$ cat config.mk
export PLATFORM = sky130hd
export DESIGN_NAME = sunrise_sequencer
export DESIGN_NICKNAME = d
export VERILOG_FILES = /design/src/rtl/sunrise_sequencer.sv
export SDC_FILE = /design/constraint.sdc
export NUM_CORES = 1
export LEC_CHECK = 0
export ABC_AREA = 1
export CORE_MARGIN = 5
export CORE_UTILIZATION = 45
export DETAILED_ROUTE_END_ITERATION = 16
export HOLD_SLACK_MARGIN = 0.06
export MAX_ROUTING_LAYER = met4
export REMOVE_ABC_BUFFERS = 1
export SLEW_MARGIN = 20
export SYNTH_ARGS = -nofsm -noshare
export SYNTH_HDL_FRONTEND = slang
export SYNTH_SLANG_ARGS = --single-unit
$ cat constraint.sdc
create_clock -name clk_pix -period 2.53 [get_ports clk_pix]
set_input_delay 0.506 -clock clk_pix [delete_from_list [all_inputs] [get_ports clk_pix]]
set_output_delay 0.506 -clock clk_pix [all_outputs]
set_load 0.005 [all_outputs]
$ cat src/rtl/sunrise_sequencer.sv
// sunrise_sequencer: frame-rate day/night controller for the sun overlay.
// Walks IDLE -> RISE -> HOLD_DAY -> FALL -> HOLD_NIGHT and drives the
// overlay's fade_level/direction. Every output comes from a register and
// only moves on frame ticks (or abort/start/reset), so the overlay never
// sees a mid-frame change.
//
// Control semantics: frame is a one-cycle pulse per frame; a tick is
// frame & run_en. Priority is abort, then start (IDLE only), then tick.
// run_en=0 freezes state and both counters; cycle_done is always a
// single-cycle pulse, raised in the cycle after HOLD_NIGHT expires.
module sunrise_sequencer #(
    parameter int FRAMES_PER_STEP = 2,
    parameter int HOLD_FRAMES     = 60
) (
    input  logic       clk_pix,
    input  logic       rst,
    input  logic       frame,
    input  logic       start,
    input  logic       abort,
    input  logic       run_en,
    input  logic       loop,
    output logic [7:0] fade_level,
    output logic       direction,
    output logic [2:0] phase,
    output logic       cycle_done
);

    // Phase encodings; also exported on `phase` as the FSM debug view.
    localparam logic [2:0] S_IDLE       = 3'd0;
    localparam logic [2:0] S_RISE       = 3'd1;
    localparam logic [2:0] S_HOLD_DAY   = 3'd2;
    localparam logic [2:0] S_FALL       = 3'd3;
    localparam logic [2:0] S_HOLD_NIGHT = 3'd4;

    // Terminal counts for the 16-bit prescale and hold counters.
    localparam logic [15:0] STEP_LAST = 16'(FRAMES_PER_STEP - 1);
    localparam logic [15:0] HOLD_LAST = 16'(HOLD_FRAMES - 1);

    logic [2:0]  state;
    logic [15:0] step_cnt;
    logic [15:0] hold_cnt;
    logic        tick;

    assign tick  = frame & run_en;
    assign phase = state;

    // Main sequencer: state, counters and all registered outputs.
    always_ff @(posedge clk_pix or posedge rst) begin
        if (rst) begin
            state      <= S_IDLE;
            step_cnt   <= 16'd0;
            hold_cnt   <= 16'd0;
            fade_level <= 8'd0;
            direction  <= 1'b0;
            cycle_done <= 1'b0;
        end else begin
            cycle_done <= 1'b0;
            if (abort) begin
                state      <= S_IDLE;
                step_cnt   <= 16'd0;
                hold_cnt   <= 16'd0;
                fade_level <= 8'd0;
                direction  <= 1'b0;
            end else if (start && (state == S_IDLE)) begin
                // A tick coinciding with start is deliberately not counted.
                state      <= S_RISE;
                step_cnt   <= 16'd0;
                hold_cnt   <= 16'd0;
                fade_level <= 8'd0;
                direction  <= 1'b0;
            end else if (tick) begin
                case (state)
                    S_IDLE: begin
                        fade_level <= 8'd0;
                    end
                    S_RISE: begin
                        if (step_cnt == STEP_LAST) begin
                            step_cnt <= 16'd0;
                            if (fade_level != 8'd255) begin
                                fade_level <= fade_level + 8'd1;
                            end
                            // The step that lands on 255 also enters the hold.
                            if (fade_level >= 8'd254) begin
                                state    <= S_HOLD_DAY;
                                hold_cnt <= 16'd0;
                            end
                        end else begin
                            step_cnt <= step_cnt + 16'd1;
                        end
                    end
                    S_HOLD_DAY: begin
                        if (hold_cnt == HOLD_LAST) begin
                            state     <= S_FALL;
                            hold_cnt  <= 16'd0;
                            step_cnt  <= 16'd0;
                            direction <= 1'b1;
                        end else begin
                            hold_cnt <= hold_cnt + 16'd1;
                        end
                    end
                    S_FALL: begin
                        if (step_cnt == STEP_LAST) begin
                            step_cnt <= 16'd0;
                            if (fade_level != 8'd0) begin
                                fade_level <= fade_level - 8'd1;
                            end
                            // The step that lands on 0 also enters the hold.
                            if (fade_level <= 8'd1) begin
                                state    <= S_HOLD_NIGHT;
                                hold_cnt <= 16'd0;
                            end
                        end else begin
                            step_cnt <= step_cnt + 16'd1;
                        end
                    end
                    S_HOLD_NIGHT: begin
                        if (hold_cnt == HOLD_LAST) begin
                            cycle_done <= 1'b1;
                            state      <= loop ? S_RISE : S_IDLE;
                            step_cnt   <= 16'd0;
                            hold_cnt   <= 16'd0;
                            fade_level <= 8'd0;
                            direction  <= 1'b0;
                        end else begin
                            hold_cnt <= hold_cnt + 16'd1;
                        end
                    end
                    default: begin
                        state      <= S_IDLE;
                        step_cnt   <= 16'd0;
                        hold_cnt   <= 16'd0;
                        fade_level <= 8'd0;
                        direction  <= 1'b0;
                    end
                endcase
            end
        end
    end

endmodule

==> flow_summary.rst <==
.. list-table::
   :header-rows: 1

   * - Metric
     - Value
   * - Library cell contributing the largest single delay on the critical path
     - sky130_fd_sc_hd__dfrtp_1
   * - Power density cells
     - 595.5 nW/um^2
   * - Critical Path Most Common Cell
     - sky130_fd_sc_hd__nand2_1
   * - Non-filler cells, final
     - between 700 and 800
   * - Gate count of the mapped netlist
     - 596
   * - Setup violations, final
     - 0
   * - Antenna violation net count after detailed routing
     - 0
   * - Die area
     - 10110 um^2
   * - Number of instances on the worst hold path
     - 2
   * - Worst slew pin tran
     - 599.4 ps
   * - Register bit total from synthesis
     - 45
   * - Largest net degree at the start of global routing
     - 46
   * - Leakage power total
     - 1.964 nW
   * - GR Util All Layers
     - 21.25%
   * - CTS root buf
     - sky130_fd_sc_hd__clkbuf_8
   * - Global-route wire length before repair
     - 17150 um
   * - Part of the Yosys area used for sequential elements
     - 30.51%
   * - Routed WL per cell
     - 13.60 um
   * - CP delay by family, top
     - simple AND/OR/NAND/NOR gates
   * - Post CTS Setup Buffer Count
     - 0
   * - Worst Path Buf+Inv
     - 2
   * - Post-synthesis area per instance
     - 6.193 um^2
   * - DRC violations left
     - 0
   * - Cell-by-cell listing of the critical path
     - inv_1 > ha_1 > inv_1 > nand2_1 > nand4_1 > nand2_2 > o21ai_0 > nor2_1 > nand2_1 > nand2_1 > nand2_1
   * - Largest fanout on the critical path
     - 7
   * - Endpoint arrival time on the critical path
     - 2290 ps
   * - Core Rows
     - 33
   * - Number of buffers created by CTS
     - 5
   * - Number of antenna violations at the first check in global routing
     - 0
   * - Min Hold Slack
     - 539.4 ps
   * - Final Critical Period
     - about 2100 ps
   * - Via-to-Cell Ratio
     - 5.218
   * - Maximum capacitance violations
     - 0
   * - Fin worst setup slack
     - around 430 ps
   * - Number of sinks driven by the clock tree
     - 45
   * - Aggregate global routing overflow
     - 0
   * - Capture endpoint of the worst hold path
     - step_cnt[15]$_DFFE_PP0P_
   * - Critical Path Sink Type
     - flop
   * - Number of distinct library cells after synthesis
     - 33
   * - Post-synthesis instance area
     - 3691 um^2
   * - Setup tns final
     - 0 ps
   * - Required time of the worst setup path
     - 2730 ps
   * - Clock-pin slew of the registers on the worst-case setup and hold paths
     - 90 ps
   * - Endpoint of the worst-slack reg-to-reg timing path
     - phase[1]$_DFFE_PP0P_
   * - Vias in the first global route
     - 3613
   * - Reg2reg start
     - fade_level[0]$_DFFE_PP0P_
   * - Maximum clock frequency
     - 476.5 MHz
   * - Post-detail-place hpwl
     - 7182 um
   * - Area growth syn-to-layout
     - 11.05%
   * - Delay of the slowest cell on the worst path
     - 470 ps
   * - Run status
     - finished clean
   * - Hold Startpoint
     - step_cnt[15]$_DFFE_PP0P_
   * - Maximum vdd ir drop
     - 0.2513 mV
   * - Number of detailed-route iterations in the first pass
     - 4
   * - PostCTS Resize Cnt
     - 0
   * - Headroom to the max-slew limit
     - 59.94%
   * - Port-buffer cells
     - 19
   * - Worst reg2reg path depth
     - 11
   * - Clock tree from TritonCTS
     - yes
   * - Height of the die
     - slightly above 100 um
   * - Quantity of hold-fixing buffers added after cts
     - 0
   * - Post-route clock period utilization
     - between 80 and 90%
   * - Std-Cell Core Area
     - 8093 um^2
   * - Share of the core filled with cells in the final layout
     - 50.65%
   * - Worst slack at placement
     - 253.7 ps
   * - Total number of H-tree levels
     - 2
   * - Count of warnings emitted by yosys
     - 0
   * - Final Skew
     - between 10 and 15 ps
   * - Placer's final routability congestion estimate
     - between 0.8 and 0.9
   * - Max Buffers Root-to-Sink
     - 2
   * - Sort of element at the start of the critical path
     - flop
   * - Insertion delay of the later-clocked pin in the worst-skew pair
     - 300 ps
   * - Register-to-register setup slack
     - 430 ps
   * - Most frequent cells in the layout
     - sky130_fd_sc_hd__nand2_1, sky130_fd_sc_hd__nor2_1, sky130_fd_sc_hd__nand3_1
   * - Number of pins with negative max-slew slack in the final report
     - 0
   * - Fraction of layout cells with a size suffix above 1
     - under 10%
   * - IO Pins
     - 20
   * - Count of endpoints failing hold in the final timing report
     - 0
   * - Antenna Diode Count
     - 0
   * - Initial standard-cell utilization of the core
     - 45.61%
   * - Most common cell after layout, fill and taps aside
     - sky130_fd_sc_hd__nand2_1
   * - Vias after detailed routing
     - between 3k and 4k
   * - Die Wd
     - 100.6 um
   * - Iter 0 DRT Violations
     - 204
   * - Worst min path class
     - flop to flop
   * - Overall routed net length
     - 9793 um
   * - Cell Count Post-Placement
     - a little over 700
   * - # nets final
     - 629
   * - Path type of the worst setup path
     - flop to flop
   * - Unrepaired setup endpoints after global routing
     - false
flip-flops by register name, summed over array words and instances, names as in the netlist:
register    flops
fade_level      8
step_cnt       16
phase           3
hold_cnt       16
cycle_done      1
direction       1
stage by stage:
step                      cell area (um^2)  total power [W]
after global routing                  4099         0.002616
after floorplan                       3601         0.001522
after detailed placement              3983         0.001866
after CTS                             4099         0.002453
after global placement                3983         0.001860
final                                 4099         0.002441
cells in the mapped netlist:
master                     number  area (um^2)
sky130_fd_sc_hd__nand4_2        1        12.51
sky130_fd_sc_hd__nor2_2         3        18.77
sky130_fd_sc_hd__o211ai_1       1        7.510
sky130_fd_sc_hd__clkbuf_1       8        30.03
sky130_fd_sc_hd__o21ai_1       14        70.07
sky130_fd_sc_hd__nor2_4         4        45.04
sky130_fd_sc_hd__or2_2          4        25.02
sky130_fd_sc_hd__o21bai_1       1        7.510
sky130_fd_sc_hd__inv_4          1        6.260
sky130_fd_sc_hd__nand4_4        1        21.27
sky130_fd_sc_hd__nand3_1       59        295.3
sky130_fd_sc_hd__nor3_1         2        10.01
sky130_fd_sc_hd__nand2_1      200        750.7
sky130_fd_sc_hd__inv_2         10        37.54
sky130_fd_sc_hd__dfrtp_1       45         1126
sky130_fd_sc_hd__ha_1           8        100.1
sky130_fd_sc_hd__nand2_2        7        43.79
sky130_fd_sc_hd__nand4_1       33        206.5
sky130_fd_sc_hd__and2_1         1        6.260
sky130_fd_sc_hd__o21ai_0       20        100.1
sky130_fd_sc_hd__a21oi_1       12        60.06
sky130_fd_sc_hd__buf_4          3        22.52
sky130_fd_sc_hd__inv_1         57        214.0
sky130_fd_sc_hd__nor2_1        83        311.6
sky130_fd_sc_hd__nand3_2        5        50.05
sky130_fd_sc_hd__buf_2          3        15.01
sky130_fd_sc_hd__nor4_1         2        12.51
sky130_fd_sc_hd__nand3_4        1        17.52
sky130_fd_sc_hd__a211oi_1       1        7.510
sky130_fd_sc_hd__xor2_1         2        17.52
sky130_fd_sc_hd__nand2_4        1        11.26
sky130_fd_sc_hd__a21oi_2        1        8.760
sky130_fd_sc_hd__buf_6          2        22.52
routing by layer:
| metal | vias up | wire [um] | track usage (%) |
|---|---|---|---|
| met2 | 58 | 4666 | 34.30 |
| met3 | 9 | 268 | 2.837 |
| met5 | - | 0 | - |
| li1 | 1950 | - | - |
| met4 | 0 | 107 | 5.078 |
| met1 | 1740 | 4751 | 28.40 |
final cells by class:
type / instances / area, um^2
Sequential cell: 45 / 1126
Clock buffer: 7 / 86.33
Timing Repair Buffer: 27 / 250.2
Multi-Input combinational cell: 467 / 2217
Clock inverter: 1 / 30.03
Tap cell: 105 / 131.4
Inverter: 68 / 257.7
Fill cell: 856 / 3994
worst register-to-register path: stages (launching register included):
cell and delay [ps]:
sky130_fd_sc_hd__dfrtp_1 470, sky130_fd_sc_hd__inv_1 160, sky130_fd_sc_hd__ha_1 290, sky130_fd_sc_hd__inv_1 90, sky130_fd_sc_hd__nand2_1 70, sky130_fd_sc_hd__nand4_1 110
sky130_fd_sc_hd__nand2_2 150, sky130_fd_sc_hd__o21ai_0 110, sky130_fd_sc_hd__nor2_1 260, sky130_fd_sc_hd__nand2_1 140, sky130_fd_sc_hd__nand2_1 90, sky130_fd_sc_hd__nand2_1 50
report_power, final:
group	leakage [nW]	internal, W	switching (W)
sequential	0.626	0.000760	0.0000925
clock	0.0585	0.000323	0.000264
combinational	1.28	0.000326	0.000676
total	1.96	0.00141	0.00103
worst max path at each step:
stage / cells after the start / to / startpoint
final: 11 / phase[1]$_DFFE_PP0P_ / fade_level[0]$_DFFE_PP0P_
after global placement: 10 / hold_cnt[12]$_DFFE_PP0P_ / abort
after global routing: 11 / phase[1]$_DFFE_PP0P_ / fade_level[1]$_DFFE_PP0P_
after floorplan: 11 / phase[2]$_DFFE_PP0P_ / fade_level[0]$_DFFE_PP0P_
after CTS: 11 / phase[1]$_DFFE_PP0P_ / fade_level[0]$_DFFE_PP0P_
after detailed placement: 10 / step_cnt[2]$_DFFE_PP0P_ / abort
cell families after synthesis:
kind of cell / count (synthesis) / share of synthesized area, %
flip-flops: 45 / 30.51
AO/OA/AOI/OAI: 50 / 7.085
AND/OR/NAND/NOR: 407 / 49.80
buffers and inverters: 84 / 9.424
adder cells (fa/ha/maj): 8 / 2.712
XOR/XNOR: 2 / 0.4747
Note: power is estimated with default switching activity, not from simulation.
